**config.mk**
```make
export PLATFORM = sky130hd
export DESIGN_NAME = mem_port_arbiter
export DESIGN_NICKNAME = d
export VERILOG_FILES = /design/src/rtl/mem_arb_pkg.sv /design/src/rtl/rr_pick.sv /design/src/rtl/mem_port_arbiter.sv
export SDC_FILE = /design/constraint.sdc
export NUM_CORES = 1
export LEC_CHECK = 0
export CAP_MARGIN = 30
export CORE_AREA = 2 2 105 107
export CTS_BUF_LIST = sky130_fd_sc_hd__clkbuf_8
export CTS_CLUSTER_DIAMETER = 80
export DETAILED_ROUTE_END_ITERATION = 7
export DIE_AREA = 0 0 107 109
export HOLD_SLACK_MARGIN = 0.08
export RECOVER_POWER = 25
export SLEW_MARGIN = 20
export SYNTH_ARGS = -nofsm -noshare
export SYNTH_HDL_FRONTEND = slang
export SYNTH_SLANG_ARGS = --single-unit
```
**constraint.sdc**
```tcl
create_clock -name clk -period 2.7 [get_ports clk]
set_input_delay 0.54 -clock clk [delete_from_list [all_inputs] [get_ports clk]]
set_output_delay 0.54 -clock clk [all_outputs]
set_load 0.03 [all_outputs]
```
**src/rtl/mem_arb_pkg.sv**
```systemverilog
// Shared types and helpers for the DataMemory port arbiter.
package mem_arb_pkg;

    typedef enum logic [0:0] {
        StIdle   = 1'b0,
        StLocked = 1'b1
    } arb_state_e;

    localparam int unsigned ArbFixed = 0;
    localparam int unsigned ArbRr    = 1;

    // Width of a master index; never narrower than one bit.
    function automatic int unsigned idx_w(input int unsigned n);
        return (n > 1) ? $clog2(n) : 1;
    endfunction

endpackage

```
**src/rtl/rr_pick.sv**
```systemverilog
// Combinational rotating picker: first set request at or after start, modulo N.
module rr_pick #(
    parameter int unsigned N  = 2,
    parameter int unsigned IW = 1
) (
    input  logic [N-1:0]  req,
    input  logic [IW-1:0] start,
    output logic [N-1:0]  gnt,
    output logic [IW-1:0] idx,
    output logic          valid
);

    // Scan N positions starting at the pointer, first hit wins.
    always_comb begin
        gnt   = '0;
        idx   = '0;
        valid = 1'b0;
        for (int k = 0; k < int'(N); k++) begin
            if (!valid && req[(int'(start) + k) % int'(N)]) begin
                valid = 1'b1;
                idx   = IW'((int'(start) + k) % int'(N));
                gnt   = N'(1) << ((int'(start) + k) % int'(N));
            end
        end
    end

endmodule

```
**src/rtl/mem_port_arbiter.sv**
```systemverilog
// N-master arbiter in front of the single-ported synchronous DataMemory.
// Fixed-priority or round-robin selection, per-master burst lock, force override,
// and read-valid tagging back to the issuing master.
module mem_port_arbiter
    import mem_arb_pkg::*;
#(
    parameter int unsigned NUM_MASTERS  = 2,
    parameter int unsigned ADDR_W       = 32,
    parameter int unsigned DATA_W       = 32,
    parameter int unsigned READ_LATENCY = 1,
    parameter int unsigned RR_MODE      = ArbFixed
) (
    input  logic                             clk,
    input  logic                             rst_n,
    input  logic [NUM_MASTERS-1:0]           m_req,
    input  logic [NUM_MASTERS-1:0]           m_we,
    input  logic [NUM_MASTERS-1:0]           m_lock,
    input  logic [NUM_MASTERS*ADDR_W-1:0]    m_addr,
    input  logic [NUM_MASTERS*DATA_W-1:0]    m_wdata,
    input  logic                             force_en,
    input  logic [idx_w(NUM_MASTERS)-1:0]    force_id,
    output logic [NUM_MASTERS-1:0]           m_gnt,
    output logic [NUM_MASTERS-1:0]           m_rvalid,
    output logic [DATA_W-1:0]                rdata,
    output logic [ADDR_W-1:0]                mem_addr,
    output logic [DATA_W-1:0]                mem_wdata,
    output logic                             mem_we,
    input  logic [DATA_W-1:0]                mem_rdata,
    output logic [idx_w(NUM_MASTERS)-1:0]    owner,
    output logic                             locked
);

    localparam int unsigned IW = idx_w(NUM_MASTERS);

    arb_state_e             state_q;
    logic [IW-1:0]          owner_q;
    logic [IW-1:0]          ptr_q;

    logic [NUM_MASTERS-1:0] pick_req;
    logic [NUM_MASTERS-1:0] pick_gnt;
    logic [IW-1:0]          pick_start;
    logic [IW-1:0]          pick_idx;
    logic                   pick_valid;

    logic [NUM_MASTERS-1:0] norm_gnt;
    logic [IW-1:0]          norm_idx;

    logic                   force_ok;
    logic                   lock_hit;
    logic                   norm_hit;

    logic [NUM_MASTERS-1:0] gnt;
    logic [IW-1:0]          gnt_idx;
    logic                   gnt_any;

    logic [NUM_MASTERS-1:0] rv_q [READ_LATENCY];

    // Fixed priority reuses the rotating picker: reverse the request vector and start at 0.
    always_comb begin
        pick_req = '0;
        for (int i = 0; i < int'(NUM_MASTERS); i++) begin
            pick_req[i] = (RR_MODE == ArbRr) ? m_req[i] : m_req[int'(NUM_MASTERS) - 1 - i];
        end
    end

    assign pick_start = (RR_MODE == ArbRr) ? ptr_q : '0;

    rr_pick #(
        .N  (NUM_MASTERS),
        .IW (IW)
    ) u_rr_pick (
        .req   (pick_req),
        .start (pick_start),
        .gnt   (pick_gnt),
        .idx   (pick_idx),
        .valid (pick_valid)
    );

    // Undo the bit reversal in fixed mode so grant and index refer to real masters.
    always_comb begin
        norm_gnt = '0;
        norm_idx = '0;
        if (RR_MODE == ArbRr) begin
            norm_gnt = pick_gnt;
            norm_idx = pick_idx;
        end else begin
            for (int i = 0; i < int'(NUM_MASTERS); i++) begin
                norm_gnt[i] = pick_gnt[int'(NUM_MASTERS) - 1 - i];
            end
            norm_idx = IW'(NUM_MASTERS - 1 - 32'(pick_idx));
        end
    end

    // An out-of-range force_id never grants.
    assign force_ok = (32'(force_id) < NUM_MASTERS) && m_req[force_id];
    assign lock_hit = !force_en && (state_q == StLocked) && m_req[owner_q] && m_lock[owner_q];
    assign norm_hit = !force_en && !lock_hit && pick_valid;

    // Grant selection: force, then held lock, then normal arbitration.
    always_comb begin
        gnt     = '0;
        gnt_idx = '0;
        gnt_any = 1'b0;
        if (force_en) begin
            if (force_ok) begin
                gnt_any = 1'b1;
                gnt_idx = force_id;
                gnt     = NUM_MASTERS'(1) << force_id;
            end
        end else if (lock_hit) begin
            gnt_any = 1'b1;
            gnt_idx = owner_q;
            gnt     = NUM_MASTERS'(1) << owner_q;
        end else if (pick_valid) begin
            gnt_any = 1'b1;
            gnt_idx = norm_idx;
            gnt     = norm_gnt;
        end
    end

    // Memory-side mux from the granted master; everything held at 0 while in reset.
    always_comb begin
        m_gnt     = '0;
        mem_addr  = '0;
        mem_wdata = '0;
        mem_we    = 1'b0;
        if (rst_n) begin
            m_gnt = gnt;
            for (int i = 0; i < int'(NUM_MASTERS); i++) begin
                if (gnt[i]) begin
                    mem_addr  = m_addr[i*ADDR_W +: ADDR_W];
                    mem_wdata = m_wdata[i*DATA_W +: DATA_W];
                    mem_we    = m_we[i];
                end
            end
        end
    end

    // Lock state machine with owner and round-robin pointer registers.
    always_ff @(posedge clk or negedge rst_n) begin
        if (!rst_n) begin
            state_q <= StIdle;
            owner_q <= '0;
            ptr_q   <= '0;
        end else begin
            if (gnt_any) begin
                owner_q <= gnt_idx;
            end
            // Pointer only advances on normally arbitrated grants.
            if (norm_hit && (RR_MODE == ArbRr)) begin
                ptr_q <= (32'(norm_idx) == NUM_MASTERS - 1) ? '0 : norm_idx + 1'b1;
            end
            if (force_en) begin
                state_q <= StIdle;
            end else if (lock_hit) begin
                state_q <= StLocked;
            end else if (norm_hit && m_lock[norm_idx]) begin
                state_q <= StLocked;
            end else begin
                state_q <= StIdle;
            end
        end
    end

    // Read-valid pipeline matching the memory read latency; writes enter as zero.
    always_ff @(posedge clk or negedge rst_n) begin
        if (!rst_n) begin
            for (int i = 0; i < int'(READ_LATENCY); i++) begin
                rv_q[i] <= '0;
            end
        end else begin
            rv_q[0] <= gnt & ~m_we;
            for (int i = 1; i < int'(READ_LATENCY); i++) begin
                rv_q[i] <= rv_q[i-1];
            end
        end
    end

    assign m_rvalid = rv_q[READ_LATENCY-1];
    assign rdata    = mem_rdata;
    assign owner    = owner_q;
    assign locked   = (state_q == StLocked);

endmodule

```
==> run summary <==
die outline height: 109 um
R2R depth: 3
sequential-to-total area share from yosys stat: 8.724%
Lkg Pwr: 1.363 nW
Worst slew margin: 78.61%
r2r endpoint: m_rvalid[0]$_DFF_PN0_
final max-slew violation count: 0
initial antenna violation count: 0
clock tree buffer depth: 2
placed inst area: 3062 um2
Finished Cell Area: 3128 um2
total grt overflow: 0
CTS root buffer: clkbuf_8
GRT Total Usage: 9.692%
Net Count, Synth: 307
# H-tree levels: 1
die footprint: 11660 um2
Hold Path Origin: owner$_DFFE_PN0P_
clk_skew: 0.0006948 ns
WL/cell: 14.94 um
Synth cell types: 21
Crit Reg-Reg Startpoint: locked$_DFF_PN0_
worst hold endpoint: owner$_DFFE_PN0P_
fin crit share: 97.35%
routability-driven placement congestion ratio: 0.7432
hold_buf cts: 0
RSZ-0062 raised after global routing: false
clk sinks: 4
core box area: 10600 um2
PwrDens: 252.8 nW/um2
Finish-stage setup viols: 0
vias in the first global route: 1754
worst skew pair latency: 0.21 ns
first-pass GRT wire length: 8.935 mm
final hold violations: 0
Slew @ Worst Pin: 0.3198 ns
Ports: 273
Arr. time, crit path: 2.09 ns
Worst-path clk slew: 0.03 ns
P&R area growth vs syn: 172.6%
DR pass1 iterations: 4
CTS tree: built
Initial Util: 10.82%
outcome: finished, final reports clean
hpwl dp: 5.866 mm
Netlist Area Pre-Place: 1147 um2
Min Clock Period, post-route: 2.628 ns
CP Launch Type: input pin
Layout Nets: 484
ANT cells: 0
Fmax achieved: 380.5 MHz
vias per cell: 4.088
peak supply drop: 0.1411 mV
Hold Crit Class: flip-flop to flip-flop
# Max-Cap Violations: 0
pre-CTS WS: -0.04580 ns
post-route ant nets: 0
#FFs+latches synth: 4
Crit. End Element: output pin
I/O Buffers: 208
crit path kind: input pin to output pin
cts bufs inserted: 3
syn_area_per_cell: 8.375 um2
Via Count: 1848
final core occ: 29.50%
residual DRC count: 0
Reg2Reg Setup Slack: 1.65 ns
routed wire length: 6.752 mm
Crit Path Max Fanout: 28
Post-Syn Instances: 137
required time worst endpoint: 2.16 ns
postcts setup bufs: 0
cell row count: 38
fraction of layout cells with a size suffix above 1: 26.28%
Hold Crit Depth: 1
Synth Warn #: 0
DR iter-0 viols: 103
Die Width: 107 um
largest net degree at the start of global routing: 39
final setup margin: 0.07160 ns
-- flip-flops by register name (all words and copies together) (netlist names) --
signal / flops
owner: 1
locked: 1
m_rvalid: 2
-- cells by family after synthesis --
logic type,count (synthesis),synth area share [%]
AOI/OAI and AO/OA,74,55.29
buffers and inverters,46,29.55
and+or+nand+nor,13,6.435
DFF,4,8.724
-- through the flow --
step / hold slack (ns) / power (mW) / instances / setup TNS [ns]
global route: 0.6353 / 0.8283 / 452 / 0
CTS: 0.5996 / 0.7959 / 452 / 0
floorplan: 0.2444 / 0.4063 / 137 / 0
global placement: 0.5812 / 0.6671 / 449 / -0.02369
detailed placement: 0.5926 / 0.6680 / 449 / -0.04580
finish: 0.5975 / 0.7907 / 452 / 0
-- critical path: stages --
cell and delay (ns):
clkdlybuf4s50_1 0.44, nand2b_1 0.20, o211a_4 0.31, buf_12 0.17
a22o_1 0.25, buf_4 0.17
-- synthesized netlist by cell type --
library cell	n	share of area, %
clkbuf_1	2	0.65
o2111a_1	1	0.98
nor2b_1	1	0.55
nor3_1	1	0.44
buf_6	5	4.9
a21oi_1	2	0.87
dfrtp_1	4	8.7
a21boi_1	1	0.65
buf_4	32	21
nand2_1	3	0.98
nor3b_1	1	0.65
and3b_1	1	0.76
o21ai_0	2	0.87
nor2_1	2	0.65
o211a_1	1	0.87
buf_2	7	3.1
a21o_1	1	0.65
nand2b_1	3	1.6
nand4b_1	1	0.76
o2bb2ai_1	1	0.76
a22o_1	65	50
-- layer usage --
layer,wire length (um),track usage (%),vias up
met5,0,0,-
met3,1042,4.363,4
met2,3519,19.24,160
met4,27,1.113,0
li1,-,-,863
met1,2163,9.456,821
-- layout by cell type (no fill, tap or decap), types with 2 or more instances in the layout --
cell	count
a21oi_1	2
nand2b_1	3
o21ai_0	2
a22o_1	64
buf_4	68
dfrtp_1	4
nand2_1	3
nor2_1	2
buf_12	7
clkdlybuf4s50_1	138
clkbuf_8	3
dlymetal6s2s_1	2
-- worst max path at each step --
stage,from,endpoint,slack (ns),depth (start not counted)
after floorplan,owner$_DFFE_PN0P_,mem_addr[22],0.37,4
after global placement,m_req[0],mem_we,-0.02,6
after detailed placement,m_req[0],mem_we,-0.05,6
after CTS,m_lock[0],mem_wdata[21],0.004,6
after global routing,force_en,mem_wdata[31],0.006,7
final,force_en,mem_wdata[21],0.07,6
-- power breakdown --
part | switching (mW) | internal [mW]
combinational | 0.262 | 0.336
clock | 0.0283 | 0.0948
sequential | 0.00505 | 0.0647
total | 0.295 | 0.495
-- final cells by class --
type	instances	area, um2
Multi-Input combinational cell	87	725.7
Tap cell	140	175.2
Clock buffer	3	41.29
Sequential cell	4	100.1
Fill cell	1095	7475
Timing Repair Buffer	218	2086
-- what timing repair did --
| action | CTS | global route |
|---|---|---|
| setup endpoints to repair | 7 | 43 |
| pin swaps | 1 | 2 |
| resized for setup | 1 | 5 |
(Power assumes the default switching activity.)
